===== config.mk =====
export PLATFORM = sky130hd
export DESIGN_NAME = decoder_arbiter
export DESIGN_NICKNAME = d
export VERILOG_FILES = /design/src/rtl/decoder_arb_pkg.sv /design/src/rtl/Decoder.sv /design/src/rtl/decoder_arbiter.sv
export SDC_FILE = /design/constraint.sdc
export NUM_CORES = 1
export LEC_CHECK = 0
export CELL_PAD_IN_SITES_DETAIL_PLACEMENT = 1
export CELL_PAD_IN_SITES_GLOBAL_PLACEMENT = 1
export CORE_ASPECT_RATIO = 1.25
export CORE_UTILIZATION = 41
export CTS_CLUSTER_SIZE = 30
export DETAILED_ROUTE_END_ITERATION = 10
export GPL_TIMING_DRIVEN = 0
export PLACE_DENSITY = 0.8
export SLEW_MARGIN = 0
export SYNTH_ARGS = -nofsm -noshare
export SYNTH_HDL_FRONTEND = slang
export SYNTH_HIERARCHICAL = 1
export SYNTH_SLANG_ARGS = --single-unit

===== constraint.sdc =====
create_clock -name clk -period 4.8 [get_ports clk]
set_input_delay 0.96 -clock clk [delete_from_list [all_inputs] [get_ports clk]]
set_output_delay 0.96 -clock clk [all_outputs]
set_load 0.05 [all_outputs]

===== src/rtl/decoder_arb_pkg.sv =====
// decoder_arb_pkg: shared state encoding and sizes for the decoder arbiter
package decoder_arb_pkg;
  typedef enum logic [1:0] {IDLE = 2'd0, GRANT = 2'd1, RELEASE = 2'd2} state_t;
  localparam int NREQ = 4;
  localparam int SEL_W = 2;
endpackage


===== src/rtl/Decoder.sv =====
// Decoder: 2-to-4 decoder with enable, outputs one-hot A3..A0
module Decoder (
  input  logic D0,
  input  logic D1,
  input  logic E,
  output logic A0,
  output logic A1,
  output logic A2,
  output logic A3
);
  assign A0 = E & ~D1 & ~D0;
  assign A1 = E & ~D1 &  D0;
  assign A2 = E &  D1 & ~D0;
  assign A3 = E &  D1 &  D0;
endmodule


===== src/rtl/decoder_arbiter.sv =====
// decoder_arbiter: round-robin arbiter sharing one 2-to-4 Decoder among four requesters
module decoder_arbiter
  import decoder_arb_pkg::*;
#(
  parameter int MAX_HOLD = 8
) (
  input  logic             clk,
  input  logic             rst_n,
  input  logic [NREQ-1:0]  req,
  input  logic [NREQ-1:0]  done,
  output logic [SEL_W-1:0] sel,
  output logic             en,
  output logic [NREQ-1:0]  gnt,
  output logic             busy,
  output logic             timeout_err
);
  state_t state, state_nx;
  logic [SEL_W-1:0] ptr, ptr_nx, sel_nx, win;
  logic [7:0] hold_cnt, hold_nx;
  logic tmo_nx, rel_ok, expire;
  // highest-priority candidate is ptr+1; iterating downward lets the nearest one win
  function automatic logic [SEL_W-1:0] rr_pick(input logic [NREQ-1:0] r, input logic [SEL_W-1:0] p);
    logic [SEL_W-1:0] idx;
    rr_pick = p;
    for (int k = NREQ; k >= 1; k--) begin
      idx = p + SEL_W'(k);
      if (r[idx]) rr_pick = idx;
    end
  endfunction
  assign win = rr_pick(req, ptr);
  assign rel_ok = done[sel] || !req[sel];
  assign expire = hold_cnt == 8'(MAX_HOLD - 1);
  assign en = state == GRANT;
  assign busy = state != IDLE;
  always_comb begin
    state_nx = state;
    sel_nx = sel;
    ptr_nx = ptr;
    hold_nx = hold_cnt;
    tmo_nx = 1'b0;
    case (state)
      IDLE: if (|req) begin
        state_nx = GRANT;
        sel_nx = win;
        ptr_nx = win;
        hold_nx = '0;
      end
      GRANT: if (rel_ok || expire) begin
        state_nx = RELEASE;
        tmo_nx = !rel_ok;
      end else hold_nx = hold_cnt + 8'(hold_cnt != 8'hff);
      default: state_nx = IDLE;
    endcase
  end
  always_ff @(posedge clk or negedge rst_n)
    if (!rst_n) begin
      state <= IDLE;
      sel <= '0;
      ptr <= 2'd3;
      hold_cnt <= '0;
      timeout_err <= 1'b0;
    end else begin
      state <= state_nx;
      sel <= sel_nx;
      ptr <= ptr_nx;
      hold_cnt <= hold_nx;
      timeout_err <= tmo_nx;
    end
  Decoder u_dec (
    .D0(sel[0]),
    .D1(sel[1]),
    .E (en),
    .A0(gnt[0]),
    .A1(gnt[1]),
    .A2(gnt[2]),
    .A3(gnt[3])
  );
endmodule

; Word-level counts from Yosys, hierarchy flattened
; Index checks and enable logic that the tools add are counted.
; W data, S select, Z words.
[classes]
n_addsub = 4
magnitude_cmp = 4
eq_ne = 6
mux = 21
bitwise_logic = 8
n_reduce_logical = 11
[op_table]
columns = op, count
row1 = $mux W8, 2
row2 = $pmux W8 S2, 1
row3 = $lt A2 B3 Y1 const B, 4
row4 = $bmux W1 S2, 5
row5 = $mux W2, 5
row6 = $add A8 B1 Y8, 1
row7 = $eq A8 B3 Y1 const B, 1
row8 = $ne A8 B8 Y1 const B, 1
row9 = $mux W1, 7
row10 = $and A1 B1 Y1, 6
row11 = $ne A2 B2 Y1 const B, 3
row12 = $add A2 B2 Y2 const B, 2
row13 = $pmux W2 S2, 1
row14 = $reduce_and A2 Y1, 2
row15 = $reduce_bool A2 Y1, 2
row16 = $reduce_or A4 Y1, 1
row17 = $reduce_and A3 Y1, 1
row18 = $add A2 B1 Y2 const B, 1
row19 = $eq A2 B1 Y1 const B, 1
row20 = $logic_not A1 Y1, 2
row21 = $logic_not A2 Y1, 1
row22 = $logic_or A1 B1 Y1, 2
row23 = $not A1 Y1, 2
[totals]
reg_bits = 15
word_cells = 59

; Logic depth before layout (Yosys ltp)
; Gate-level depths: netlist of the first run.
[logic_depth]
word_depth = 7
ltp_mapped = 8
mapped_depth_nobuf = 8

; Hierarchy
; Netlist of the first run, hierarchy kept.
[by_module_without_submodules]
columns = module, n_inst, cells_each, area_each_um2, seq_area_each_um2
row1 = decoder_arbiter, 1, 104, 978.4, 377.9
row2 = Decoder, 1, 4, 37.5, 0.0

; Least setup slack after synthesis of the first run
; Ideal clock, no wire load.
[synth_timing]
path_type = reg2out
startpoint = register state[1]
endpoint = output port gnt[0]
arrival_ns = 1.853
required_time_ns = 3.840
path_slack_ns = 1.987
path_stages_with_launch = 5
cell_sequence = dfrtp_1 > nand2b_1 > clkbuf_1 > inv_1 > nor3b_2
[synth_between]
elab_chain_len = 3
[synth_rtl]
columns = element, line_no
row1 = start: declaration, decoder_arbiter.sv:17  ; state_t state, state_nx;
row2 = start signal: assignment, decoder_arbiter.sv:63  ; state <= state_nx;
row3 = $eq A2 B1 Y1, decoder_arbiter.sv:33  ; assign en = state == GRANT;
row4 = named net en, decoder_arbiter.sv:12  ; output logic en,
row5 = $and A1 B1 Y1 (2 in a row), Decoder.sv:11  ; assign A0 = E & ~D1 & ~D0;
row6 = end: declaration, decoder_arbiter.sv:13  ; output logic [NREQ-1:0] gnt,
; The timed path passes the listed nets, and every way through them passes these cells.

; Worst setup path after layout of the first run
[layout_timing]
startpoint = register state[1]
endpoint = output port gnt[0]
[layout_between]
elab_chain_len = 3
[layout_rtl]
columns = element, line_no
row1 = $eq A2 B1 Y1, decoder_arbiter.sv:33
row2 = $and A1 B1 Y1 (2 in a row), Decoder.sv:11
; Every way passes these cells.

==> results of run 1 <==
kinds of logic (layout without fill, tap and decap cells):
family,Yosys count,in the layout
and+or+nand+nor,54,54
AOI/OAI and AO/OA,22,22
DFF,15,15
buffers and inverters,9,31
muxes,5,5
adders and majority gates,2,2
xor gates and xnor gates,1,1
final timing paths:
check	end	slack (ns)
worst max-delay path	gnt[0]	1.53
worst min-delay path	hold_cnt[3]	0.54
worst max register to register	hold_cnt[5]	2.72
worst min register to register	hold_cnt[3]	0.54
max in group asynchronous	sel[1]	3.30
min in group asynchronous	state[1]	1.07
placed cells by master (no fill, tap or decap), types with 4 or more instances in the layout:
cell type | Yosys | final
a21oi_1 | 6 | 6
clkbuf_1 | 3 | 4
clkdlybuf4s50_1 | 0 | 18
dfrtp_1 | 13 | 13
inv_1 | 5 | 5
nand2_1 | 10 | 10
nand2b_1 | 6 | 6
nor2_1 | 5 | 5
nor2b_1 | 4 | 4
layer usage:
layer,track usage (%),vias to the layer above
met5,0,-
met4,9.24,0
met3,6.23,6
met2,38.1,14
met1,29.0,443
li1,-,449
registers in the layout, indices dropped and copies added (netlist names):
name and count:
timeout_err 1, state 2, sel 2, ptr 2, hold_cnt 8
stage by stage:
stage	instance area (µm²)	hold slack, ns
2_1_floorplan	1020	0.488
3_3_place_gp	1230	0.525
3_5_place_dp	1230	0.535
4_1_cts	1260	0.548
5_1_grt	1260	0.568
6_report	1260	0.542
layout make-up:
class | count | area (µm²)
tap | 31 | 38.8
multi-input combinational | 84 | 597
inverter | 5 | 18.8
sequential | 15 | 378
timing repair buffer | 18 | 180
clock buffer | 4 | 26.3
buffer | 4 | 22.5
fill | 272 | 997
power by group through the flow:
stage,clock network [mW],logic (mW),registers (mW)
finish,0.0723,0.396,0.201
CTS,0.0762,0.401,0.203
floorplan,0,0.256,0.223
global placement,0,0.391,0.203
global route,0.0842,0.428,0.209
detailed placement,0,0.400,0.206
==> metrics.cfg, run 1 <==
[sta]
min_period_ns = 3.27
tightest_slew_ns = 0.669
skew_ns = 0.00766
hold_viol = 0
rsz0062_at_grt = false
setup_viol_count_final = 0
fin_ws_ns = 1.53
tns_ns = 0
finalCritPeriodShare_pct = 68.2
max_slew_margin_pct = 55.3
fmax_ghz = 0.305
drv_slew = 0

[yosys]
yosys_warnings = 6
yosys_register_bits = 15
synth_top_area_share_pct = 32.0
synth-adder-area-share_pct = 2.46
ys_types = 42
synth_top_family_by_area = simple AND/OR/NAND/NOR gates
synth_simple_gate_area_share_pct = 32.1
ys.flop_type = dfrtp_1
synthXorXnorAreaFrac_pct = 0.862
yosysSeqAreaShare_pct = 37.2
synthArstFlopShare_pct = 100
yosys-top-cells-area = dfrtp_1 (32%), dfstp_2 (5.2%), mux4_2 (4.4%), nand2_1 (3.7%), nand2b_1 (3.7%)
synthCells = 108
synth.largest_area_cell = dfrtp_1
synth.most_common_cell = dfrtp_1
avgSynthCellArea_um2 = 9.41
synth_compound_area_share_pct = 15.9
synth_edf_count = 0
syn-num-nets = 120
yosys-mux-area-fraction_pct = 7.39
syn_area_um2 = 1020
synthTopCellsByCount = dfrtp_1 (13), nand2_1 (10), a21oi_1 (6), nand2b_1 (6)

[drt]
drc = 0
dr_wl_met3_um = 61
firstDrtPassIters = 4
final_antenna_net_count = 0
routed_wl_um = 2510
post_drt_via_cell_ratio = 5.66
top_layer = met4
wl_met1_um = 1110
drt_iter0_drc = 15
wl_per_cell_um = 15.6
dr_wl_met2_um = 1300
dr_total_vias = 912

[pwr]
netSwitchingFraction_pct = 48.8
p_int_mw = 0.343
fin_total_pwr_mw = 0.670
seqPwrFrac_pct = 30.1
power_switching_mw = 0.327
power.density_nw_per_um2 = 531
power_frac_comb_pct = 59.1
leakagePower_nw = 0.502
peakVddDrop_uv = 271
power_frac_clock_pct = 10.8

[critical_path]
max_stage_delay_ns = 0.82
cp.required_ns = 3.84
critPathLaunch = state[1]
crit_type = reg -> out
r2r.worst_path.cells = 8
cp.depth = 5
crit_fanout = 10
timing.rr.start = hold_cnt[2]
cp_num_buf_inv = 3
critPathCaptureType = output port
worst_ep_arrival_time_ns = 2.31
cp_top_family = buffers and inverters
start_kind = register
cp_cell_sequence = nand2b_1, clkbuf_1, inv_1, nor3b_2, clkdlybuf4s50_1
cp_slowest_cell = clkdlybuf4s50_1

[floorplanning]
fp-row-count = 19
die_h_um = 57.7
core_area_um2 = 2260
die_x_um = 46.5
dieArea_um2 = 2680
io_pins = 19
start_util_pct = 45.0

[clock_network]
clock-root-buffer = clkbuf_4
cts_tree = done
clockBufferDepth = 2
insertion_delay_ns = 0.29
clk_pin_slew_ns = 0.09
cts_resized = 0
cts_setup_buffers = 0
cts_htree_levels = 1
clock-sinks = 15
cts_hold_buffers = 0
cts_inserted_buffers = 3

[placement]
place_hpwl_um = 1930
dp_cells = 157
gp_congestion = 0.735
port-buffer-count = 18
dp_slack_ns = 1.84

[hold_path]
holdPathStages = 1
hold_start = hold_cnt[3]
hold_path_class = reg -> reg

[cells_and_area]
stdcell_count = 161
num-nets-final = 143
final_core_util_pct = 55.8
drive_above_1_share_pct = 12.3
antenna_cells = 0
area.growth.synth_to_final_pct = 24.1

[global_routing]
grt_pass1_wl_um = 4550
grt_pass1_vias = 1005
grt_overflow_total = 0
antenna_found_initial = 0
grt_max_degree = 16
grt_usage_pct = 23.6

[job]
drv_cap = 0

[run_status]
status = complete, no violations

(Power assumes the default switching activity.)
==> run 2: changes to the inputs <==
CORE_UTILIZATION = 38   (was 41)
PLACE_DENSITY = 0.75   (was 0.8)
clock period = 3.1 ns   (was 4.8 ns; I/O delays follow)
==> run 2 against run 1 <==
  * Clock skew is 0.0046 ns lower
  * Global-route usage down 2.2 points
  * Cell area grew 0.69%
  * First-iteration DRC count shrank 27%
  * Clock power grew 60%
  * Die area is 7.6% higher
  * Setup slack got worse by 1.4 ns
  * Worst hold slack improved by 0.0058 ns
==> metrics.cfg, run 2 (synthesized netlist as in run 1, its figures left out) <==
[run_status]
status = complete, no violations

[sta]
tns_ns = 0  ; unchanged
max_slew_margin_pct = 53.5  ; -1.8 points
rsz0062_at_grt = false
hold_viol = 0  ; unchanged
tightest_slew_ns = 0.695  ; +0.0262 ns
min_period_ns = 2.93
finalCritPeriodShare_pct = 94.6
fmax_ghz = 0.341
setup_viol_count_final = 0  ; unchanged
drv_slew = 0  ; unchanged
skew_ns = 0.00308  ; -0.00458 ns

[floorplanning]
io_pins = 19  ; unchanged
start_util_pct = 41.0  ; -4.0 points
fp-row-count = 20  ; +1
dieArea_um2 = 2890  ; +7.6%
core_area_um2 = 2480  ; +9.7%
die_h_um = 59.8  ; +3.7%
die_x_um = 48.3  ; +3.7%

[clock_network]
cts_tree = done
cts_setup_buffers = 0  ; unchanged
insertion_delay_ns = 0.30  ; about the same
cts_resized = 0  ; unchanged
clock-root-buffer = clkbuf_4
cts_htree_levels = 1  ; unchanged
clockBufferDepth = 2  ; unchanged
cts_inserted_buffers = 3  ; unchanged
clk_pin_slew_ns = 0.09  ; about the same
clock-sinks = 15  ; unchanged
cts_hold_buffers = 0  ; unchanged

[critical_path]
crit_type = reg -> out
crit_fanout = 10  ; unchanged
cp.required_ns = 2.48  ; -1.36 ns
start_kind = register
critPathCaptureType = output port
worst_ep_arrival_time_ns = 2.31  ; about the same

[drt]
post_drt_via_cell_ratio = 5.64  ; -0.36%
dr_total_vias = 920  ; +0.88%
dr_wl_met2_um = 1350  ; +3.8%
drt_iter0_drc = 11  ; -4
drc = 0  ; unchanged
routed_wl_um = 2620  ; +4.1%
final_antenna_net_count = 0  ; unchanged
dr_wl_met3_um = 86  ; +41%
wl_met1_um = 1140  ; +3.2%
top_layer = met4
firstDrtPassIters = 3  ; -1
wl_per_cell_um = 16.0  ; +2.8%

[global_routing]
antenna_found_initial = 0  ; unchanged
grt_pass1_wl_um = 4190  ; -8.0%
grt_overflow_total = 0  ; unchanged
grt_usage_pct = 21.4  ; -2.2 points
grt_pass1_vias = 925  ; -8.0%
grt_max_degree = 16  ; unchanged

[pwr]
power.density_nw_per_um2 = 822  ; +55%
power_switching_mw = 0.516  ; +58%
seqPwrFrac_pct = 29.8  ; -0.3 points
leakagePower_nw = 0.539  ; +7.4%
fin_total_pwr_mw = 1.04  ; +56%
power_frac_comb_pct = 59.1  ; about the same
power_frac_clock_pct = 11.1  ; +0.3 points
p_int_mw = 0.528  ; +54%
netSwitchingFraction_pct = 49.4  ; +0.58 points
peakVddDrop_uv = 388  ; +43%

[cells_and_area]
drive_above_1_share_pct = 13.1  ; +0.77 points
antenna_cells = 0  ; unchanged
fill_cells = 290  ; +6.6%
stdcell_count = 163  ; +1.2%
mostFrequentLayoutCells = clkdlybuf4s50_1 (16), dfrtp_1 (13), nand2_1 (10)
num-nets-final = 143  ; unchanged
multi_input_area_um2 = 597  ; unchanged
largest_reg_flops = 8  ; unchanged
seqCellArea_um2 = 378  ; unchanged
area.growth.synth_to_final_pct = 25.0
registers.top_by_ff_count = hold_cnt
stdcell_area_um2 = 1270  ; +0.69%
layout_commonest_cell = clkdlybuf4s50_1

[hold_path]
hold_path_class = reg -> reg

[placement]
place_hpwl_um = 1990  ; +3.3%
postPlaceCellArea_um2 = 1240  ; +0.20%
port-buffer-count = 18  ; unchanged
gp_congestion = 0.738  ; +0.44%
dp_cells = 159  ; +1.3%

[job]
drv_cap = 0  ; unchanged

run 2: final timing paths:
path	slack [ns]	endpoint	startpoint	cells past startpoint
hold / removal	0.55	ptr[1]	ptr[1]	1
max in group asynchronous	1.93	hold_cnt[1]	rst_n	1
setup / recovery	0.17	gnt[1]	state[1]	5
min in group asynchronous	0.73	state[0]	rst_n	1
setup reg to reg	1.02	hold_cnt[5]	hold_cnt[2]	8
hold reg to reg	0.55	ptr[1]	ptr[1]	1
run 2: area by class of cell:
cell class | count | area share [%]
Clock inverter | 1 | 0.394
Sequential cell | 15 | 29.8
Tap cell | 33 | 3.25
Buffer | 4 | 1.77
Timing Repair Buffer | 18 | 14.6
Clock buffer | 3 | 1.77
Multi-Input combinational cell | 84 | 47.0
Inverter | 5 | 1.48
run 2: power by group through the flow:
| stage | sequential, mW | clock (mW) | combinational (mW) |
|---|---|---|---|
| floorplan | 0.345 | 0 | 0.396 |
| global placement | 0.314 | 0 | 0.609 |
| detailed placement | 0.317 | 0 | 0.619 |
| CTS | 0.313 | 0.121 | 0.622 |
| global route | 0.325 | 0.131 | 0.661 |
| finish | 0.311 | 0.116 | 0.616 |
run 2: through the flow:
step	utilization (%)	setup slack, ns	hold slack [ns]
after floorplan	-	0.627	0.324
after global placement	49.9	0.471	0.526
after detailed placement	49.9	0.473	0.536
after CTS	51.1	0.124	0.550
after global routing	51.3	0.000502	0.565
final	51.3	0.167	0.548
run 2: per-layer routing:
| layer | GRT usage, % | vias up |
|---|---|---|
| li1 | - | 445 |
| met1 | 25.6 | 461 |
| met2 | 34.7 | 10 |
| met3 | 5.44 | 4 |
| met4 | 9.52 | 0 |
| met5 | 0 | - |
run 2: critical path, cell delays in order (launching register included):
cell             delay [ns]
dfrtp_1                0.38
nand2b_1               0.13
clkbuf_1               0.18
inv_1                  0.30
and3b_1                0.22
clkdlybuf4s50_1        0.80
==> run 3: changes to the inputs <==
GPL_ROUTABILITY_DRIVEN = 0   (was default)
==> results of run 3 <==
No change in the layout: final DEF, timing and power equal those of run 2.
